--- src/rtl/echo_path_emulator.sv ---
// rtl/echo_path_emulator.sv - far-end echo source with lagged 4-tap echo and shared sample timebase
//
// Purpose:
//    Runs the sample-phase counter shared with the echo canceller. Once per
//    sample period it captures x[n] and the near-end sample. It then returns
//    sat(local + sum coef_k * x[n-LAG-k]), computed with one MAC per clock.
//
// Ports:
//    clk_operation           operation clock
//    rst                     asynchronous active-high reset
//    enable                  gates sampling ticks (counter always runs)
//    sampling_cycle[12:0]    sample period in clocks (clamped up to MIN_PERIOD)
//    sig16b[15:0]            transmitted sample x[n], signed
//    sig16b_local[15:0]      near-end sample, signed
//    coef_0..coef_3[15:0]    echo tap gains, signed Q1.15
//    sampling_cycle_counter  sample-phase counter
//    sig16b_lag[15:0]        echoed sample, signed, held between updates
//    ready                   one-cycle pulse when sig16b_lag updates
//    sat                     result clipped; held until the next ready

module echo_path_emulator #(
   parameter int LAG        = 4,
   parameter int MIN_PERIOD = 8
) (
   input  logic               clk_operation,
   input  logic               rst,
   input  logic               enable,
   input  logic [12:0]        sampling_cycle,
   input  logic signed [15:0] sig16b,
   input  logic signed [15:0] sig16b_local,
   input  logic signed [15:0] coef_0,
   input  logic signed [15:0] coef_1,
   input  logic signed [15:0] coef_2,
   input  logic signed [15:0] coef_3,
   output logic [12:0]        sampling_cycle_counter,
   output logic signed [15:0] sig16b_lag,
   output logic               ready,
   output logic               sat
);

   localparam int DEPTH = LAG + 4;

   typedef enum logic [1:0] {IDLE, MAC, OUT} state_t;

   state_t             state;
   state_t             state_next;
   logic [12:0]        period;
   logic [12:0]        period_last;
   logic               tick;
   logic signed [15:0] hist [0:DEPTH-1];
   logic signed [15:0] coef_l [0:3];
   logic signed [35:0] acc;
   logic signed [35:0] acc_sum;
   logic [1:0]         k;
   logic signed [15:0] tap;
   logic signed [15:0] coef_sel;
   logic signed [31:0] product;
   logic signed [20:0] r;

   // Effective period, clamped so the 5-clock MAC always fits in one period.
   always_comb begin
      period      = (sampling_cycle < 13'(MIN_PERIOD)) ? 13'(MIN_PERIOD) : sampling_cycle;
      period_last = period - 13'd1;
   end

   // ">=" rather than "==" so a period shortened mid-flight wraps on the next clock.
   always_ff @(posedge clk_operation or posedge rst) begin
      if (rst) begin
         sampling_cycle_counter <= 13'd0;
      end else if (sampling_cycle_counter >= period_last) begin
         sampling_cycle_counter <= 13'd0;
      end else begin
         sampling_cycle_counter <= sampling_cycle_counter + 13'd1;
      end
   end

   assign tick = (sampling_cycle_counter == 13'd0) && enable && (state == IDLE);

   always_ff @(posedge clk_operation or posedge rst) begin
      if (rst) begin
         state <= IDLE;
      end else begin
         state <= state_next;
      end
   end

   always_comb begin
      state_next = state;
      unique case (state)
         IDLE:    if (tick) state_next = MAC;
         MAC:     if (k == 2'd3) state_next = OUT;
         OUT:     state_next = IDLE;
         default: state_next = IDLE;
      endcase
   end

   // Tap k reads h[LAG+k], which after the tick holds x[n-LAG-k].
   always_comb begin
      tap      = hist[LAG];
      coef_sel = coef_l[0];
      unique case (k)
         2'd1: begin tap = hist[LAG+1]; coef_sel = coef_l[1]; end
         2'd2: begin tap = hist[LAG+2]; coef_sel = coef_l[2]; end
         2'd3: begin tap = hist[LAG+3]; coef_sel = coef_l[3]; end
         default: ;
      endcase
   end

   always_comb begin
      product = 32'(coef_sel) * 32'(tap);
      acc_sum = acc + 36'(product);
      // Floor of acc_sum / 2^15; the 21-bit range covers the worst-case sum of five Q30 terms.
      r       = acc_sum[35:15];
   end

   // The result is registered on the last MAC edge so that ready is high during
   // the OUT cycle, i.e. at counter 5 when the tick was taken at counter 0.
   always_ff @(posedge clk_operation or posedge rst) begin
      if (rst) begin
         for (int d = 0; d < DEPTH; d++) hist[d] <= 16'sd0;
         for (int c = 0; c < 4; c++) coef_l[c] <= 16'sd0;
         acc        <= 36'sd0;
         k          <= 2'd0;
         sig16b_lag <= 16'sd0;
         ready      <= 1'b0;
         sat        <= 1'b0;
      end else begin
         ready <= 1'b0;
         if (tick) begin
            hist[0] <= sig16b;
            for (int d = 1; d < DEPTH; d++) hist[d] <= hist[d-1];
            coef_l[0] <= coef_0;
            coef_l[1] <= coef_1;
            coef_l[2] <= coef_2;
            coef_l[3] <= coef_3;
            acc       <= {{5{sig16b_local[15]}}, sig16b_local, 15'd0};
            k         <= 2'd0;
         end else if (state == MAC) begin
            acc <= acc_sum;
            k   <= k + 2'd1;
            if (k == 2'd3) begin
               ready <= 1'b1;
               if (r > 21'sd32767) begin
                  sig16b_lag <= 16'sh7FFF;
                  sat        <= 1'b1;
               end else if (r < -21'sd32768) begin
                  sig16b_lag <= 16'sh8000;
                  sat        <= 1'b1;
               end else begin
                  sig16b_lag <= r[15:0];
                  sat        <= 1'b0;
               end
            end
         end
      end
   end

endmodule
--- config.mk ---
export PLATFORM = sky130hd
export DESIGN_NAME = echo_path_emulator
export DESIGN_NICKNAME = d
export VERILOG_FILES = /design/src/rtl/echo_path_emulator.sv
export SDC_FILE = /design/constraint.sdc
export NUM_CORES = 2
export LEC_CHECK = 0
export ABC_AREA = 1
export CAP_MARGIN = 20
export CORE_MARGIN = 10
export CORE_UTILIZATION = 30
export DETAILED_ROUTE_END_ITERATION = 16
export PLACE_DENSITY = 0.58
export SETUP_SLACK_MARGIN = 0.1
export SLEW_MARGIN = 20
export SYNTH_ARGS = -nofsm -noshare
export SYNTH_HDL_FRONTEND = slang
export SYNTH_SLANG_ARGS = --single-unit
--- constraint.sdc ---
create_clock -name clk_operation -period 7.85 [get_ports clk_operation]
set_clock_uncertainty 0.15 [all_clocks]
set_input_delay 1.1775 -clock clk_operation [delete_from_list [all_inputs] [get_ports clk_operation]]
set_output_delay 1.1775 -clock clk_operation [all_outputs]
set_load 0.01 [all_outputs]
Word-level counts from Yosys, hierarchy flattened
Index checks and enable logic that the tools add are counted.
Widths: inputs -> output; s select.
{"block": "classes", "n_lt_le_gt_ge": 4, "addsub": 4, "n_reduce_logical": 7, "n_bitwise": 1, "eq_ne": 6, "mux": 18, "multipliers": 1}
{"cell": "$pmux 16 s3", "count": 2}
{"cell": "$mux 36", "count": 2}
{"cell": "$add 36x32->36", "count": 1}
{"cell": "$mul 16x16->32", "count": 1}
{"cell": "$mux 16", "count": 2}
{"cell": "$mux 13", "count": 2}
{"cell": "$gt 21x16->1 const B", "count": 1}
{"cell": "$lt 21x16->1 const B", "count": 1}
{"cell": "$add 13x1->13 const B", "count": 1}
{"cell": "$ge 13x13->1", "count": 1}
{"cell": "$logic_not 13->1", "count": 1}
{"cell": "$lt 13x4->1 const B", "count": 1}
{"cell": "$sub 13x1->13 const B", "count": 1}
{"cell": "$mux 2", "count": 4}
{"cell": "$mux 1", "count": 5}
{"cell": "$eq 2x1->1 const B", "count": 2}
{"cell": "$eq 2x2->1 const B", "count": 2}
{"cell": "$ne 2x2->1 const B", "count": 2}
{"cell": "$pmux 2 s2", "count": 1}
{"cell": "$reduce_and 3->1", "count": 1}
{"cell": "$add 2x1->2 const B", "count": 1}
{"cell": "$logic_and 1x1->1", "count": 2}
{"cell": "$logic_not 2->1", "count": 1}
{"cell": "$reduce_and 2->1", "count": 1}
{"cell": "other kinds (2)", "count": 2}
{"block": "totals", "in_bits": 112, "word_cells": 60, "output_inout_bits": 31, "regBits": 263}

Longest topological paths before layout
{"block": "logic_depth", "ltp_word": 7, "depth_mapped": 39, "depth_no_buf": 36}

Worst setup path after synthesis
No wires, ideal clock.
{"block": "synth_timing", "path_type": "reg-to-reg", "from": "register k[0]", "to": "register sig16b_lag[0]", "path_slack_ps": 585, "required_time_ps": 7580, "stages_incl_launch_ff": 32, "setup_time_ps": 120, "synth_period_minus_slack_ps": 7265, "path_buffers": 2, "t_arrival_ps": 6995, "path_cell_list": "dfrtp_1 > inv_1 > ha_1 > inv_2 > clkbuf_1 > nand2_1 > o22ai_1 > clkinv_1 > nand2_1 > fa_1 > fa_1 > fa_1 > inv_1 > fa_1 > fa_1 > inv_1 > fa_1 > inv_1 > ha_1 > inv_1 > o21bai_1 > a21oi_1 > o21ai_0 > nor2_1 > nand3_1 > nand2_1 > nand2_1 > nor2_1 > nor2_2 > nor2_4 > buf_6 > a21oi_2"}
{"block": "synth_between", "elab_chain_cells": 7, "word_cells_on_any_way": 12, "classes_between": "1 x add/sub; 1 x mul; 2 x order compare; 3 x eq/ne; 4 x mux; 1 x reduce/logical"}
{"item": "start: declaration", "line": "54", "source": "logic [1:0] k;"}
{"item": "start signal: assignment", "line": "140", "source": "k <= k + 2'd1;"}
{"item": "$eq 2x2->1, or another cell as far along", "line": "101, 141"}
{"item": "$pmux 16 s3", "line": "101", "source": "unique case (k)"}
{"item": "$mul 16x16->32", "line": "110", "source": "product = 32'(coef_sel) * 32'(tap);"}
{"item": "$add 36x32->36", "line": "111", "source": "acc_sum = acc + 36'(product);"}
{"item": "$lt 21x16->1", "line": "146", "source": "end else if (r < -21'sd32768) begin"}
{"item": "$mux 16", "line": "146"}
{"item": "$mux 16", "line": "143", "source": "if (r > 21'sd32767) begin"}
{"item": "end signal: assignment", "line": "150", "source": "sig16b_lag <= r[15:0];"}
{"item": "end: declaration", "line": "36", "source": "output logic signed [15:0] sig16b_lag,"}
Parallel ways exist; a longest one is shown, timed or not.
A chain may end at the register's enable or synchronous reset.

Final worst setup path
{"block": "layout_timing", "from": "register k[0]", "to": "register sig16b_lag[13]"}
The elaborated chain is that of the path after synthesis.

==> summary.md <==
| Metric | Value |
|---|---|
| RePlAce Congestion | 0.8926 |
| Worst hold path depth | 2 |
| R2R setup slack | 430 ps |
| Die Span X | 301.3 um |
| Fmax | 0.1348 GHz |
| Finished Cell Area | 28490 um^2 |
| RSZ-0062 raised after global routing | false |
| Part of the cycle the worst path needs | 0.9451 |
| Layout cell share with drive strength beyond 1 | 0.09546 |
| Vias | 18720 |
| Grt met2 use | 0.2516 |
| DR vias/cell | 4.453 |
| Initial antenna violation count | 1 |
| Port Buf Inserts | 142 |
| CTS Buf Count | 29 |
| Ys async rst share | 1.000 |
| Hold wc startpoint | hist[74]$_DFFE_PP0P_ |
| Cell area after synthesis | 23740 um^2 |
| Post-route ant nets | 0 |
| Synth Warn # | 0 |
| Initial DRC Count | 1226 |
| Slowest stage cell, crit path | fa_1 |
| CP top delay family | adder cells |
| Total Wirelength | 67050 um |
| Clk buf depth | 3 |
| Main synth FF type | dfrtp_1 |
| Root Buffer | clkbuf_16 |
| Critical path class | reg -> reg |
| First-pass GRT wire length | 108100 um |
| Initial core utilization | 0.3015 |
| WL per Instance | 15.95 um |
| Final max-slew violation count | 0 |
| M3 GR Usage | 0.01513 |
| Buf+Inv Stages, Crit Path | 13 |
| CP Launch Point | k[0]$_DFFE_PP0P_ |
| Most frequent cells in the layout | 900 x nand2_1, 597 x inv_1, 308 x fa_1 |
| Worst Hold Path EP | hist[58]$_DFFE_PP0P_ |
| Req. time, crit path | 8200 ps |
| Largest net degree at the start of global routing | 151 |
| Syn avg cell area | 8.135 um^2 |
| Critical Path End Type | flip-flop |
| Run status | completed |
| Final hold violations | 0 |
| Vias in the first global route | 19420 |
| I/O pin count | 143 |
| HPWL Detailed | 52700 um |
| Max_cap viols | 0 |
| Worst-path maximum fanout | 12 |
| Path depth of the worst reg2reg path | 31 |
| Die area | 90780 um^2 |
| Clock sinks | 263 |
| Setup-failing EPs final | 0 |
| Grt peak-use layer | met2 |
| Worst reg2reg startpoint | k[0]$_DFFE_PP0P_ |
| Area delta synth->final | 20.00% |
| Total grt overflow | 0 |
| Register area share after synthesis | 0.2773 |
| Fin Setup TNS | 0 ps |
| Worst-Margin Slew | 960.0 ps |
| Max transition margin | 0.3600 |
| CP Launch Type | flip-flop |
| Commonest non-fill, non-tap cell in the layout | nand2_1 |
| Crit Reg-Reg Endpoint | sig16b_lag[13]$_DFFE_PP0P_ |
| # hold bufs at CTS | 0 |
| GR Util All Layers | 0.1482 |
| Post-Syn Nets | 3471 |
| Post-synth cell types | 43 |
| Crit-path max cell delay | 580 ps |
| Clk Latency, worst-skew pair | 580 ps |
| Period minus WS final | 7419 ps |
| Post-DP Area | 27150 um^2 |
| H-tree lvl count | 1 |
| Post-Syn Instances | 2918 |
| Layout Nets | 3688 |
| # DRC | 0 |
| Top cell by count, worst path | inv_1 |
| Clk pin slew, worst setup/hold paths | 60 ps |
| Core Rows | 103 |
| GR met1 Demand/Resource | 0.2007 |
| Post-synth EDFFs | 0 |
| CTS tree | built |
| Flops & latches, synth | 263 |
| Height of the die | 301.3 um |
| Min-Delay Path Class | reg -> reg |
| Critical Path AT | 7770 ps |
| Core Area | 78740 um^2 |
| Drt first pass iters | 6 |
what timing repair did:
action                                  4_1_cts  5_1_grt
setup buffers                                 2       11
gates resized for setup                       1       61
endpoints found under the setup margin       16       26
pin swaps                                     1        7
gates cloned                                  0        1
final cells by class:
cell class,count,area (um^2)
antenna,1,2.502
clock buffer,41,820.8
clock inverter,8,121.4
fill,8116,50260
inverter,612,2315
multi-input combinational,1954,14730
sequential,263,6583
tap,1050,1314
timing repair buffer,275,2599
registers in the layout (all words and copies together) (netlist names):
register	flops
sampling_cycle_counter	13
coef_l	64
state	2
sat	1
hist	128
ready	1
acc	36
k	2
sig16b_lag	16
worst max-delay path by stage:
stage	endpoint	slack (ps)	cells after the start
3_3_place_gp	sig16b_lag[10]$_DFFE_PP0P_	50	32
5_1_grt	sig16b_lag[14]$_DFFE_PP0P_	30	36
3_5_place_dp	sig16b_lag[11]$_DFFE_PP0P_	30	32
6_report	sig16b_lag[13]$_DFFE_PP0P_	430	31
2_1_floorplan	sig16b_lag[0]$_DFFE_PP0P_	580	31
4_1_cts	sig16b_lag[0]$_DFFE_PP0P_	160	34
synth_stat cells (11+ instances only):
master	count	area, um^2
nand2_2	18	112.6
o22ai_1	43	269.0
nor2_1	208	780.8
xnor2_1	12	105.1
or2_2	25	156.4
nand2_1	902	3386
fa_1	314	6286
ha_1	127	1589
xor2_1	22	192.7
inv_1	600	2252
dfrtp_1	263	6581
o21ai_0	119	595.6
nand3_1	46	230.2
a21oi_2	11	96.34
clkbuf_1	76	285.3
a21oi_1	41	205.2
routing by layer:
layer | routed length, um | vias up
met4 | 1379 | 0
met3 | 2874 | 68
met1 | 30480 | 9170
met5 | 0 | -
met2 | 32320 | 395
li1 | - | 9087
metrics by stage:
stage	util	setup WS [ps]	cells	hold slack, ps
after CTS	0.3572	161.0	4191	313.9
final	0.3618	431.1	4204	308.6
after global placement	0.3448	52.56	4140	302.3
after detailed placement	0.3448	25.43	4140	301.4
after global routing	0.3618	32.77	4204	340.9
after floorplan	-	584.6	2918	292.2
worst register-to-register path, delay by kind of cell (launching register included):
kind / cells / cell delay [ps]
adder cells (fa/ha/maj): 8 / 3690
AO/OA/AOI/OAI: 4 / 590
AND/OR/NAND/NOR: 5 / 700
XOR/XNOR: 1 / 390
buffers and inverters: 13 / 1380
flip-flops: 1 / 450
kinds of logic after synthesis:
logic type | count (synthesis) | synth area share
simple gates | 1236 | 0.2068
buf+inv | 701 | 0.1119
fa+ha+maj | 441 | 0.3318
flops | 263 | 0.2773
compound gates | 243 | 0.05977
xor+xnor | 34 | 0.01254
Power is left out: the tool's default activity adds up to more than one toggle a clock period on the data nets, which glitch-free logic cannot reach.
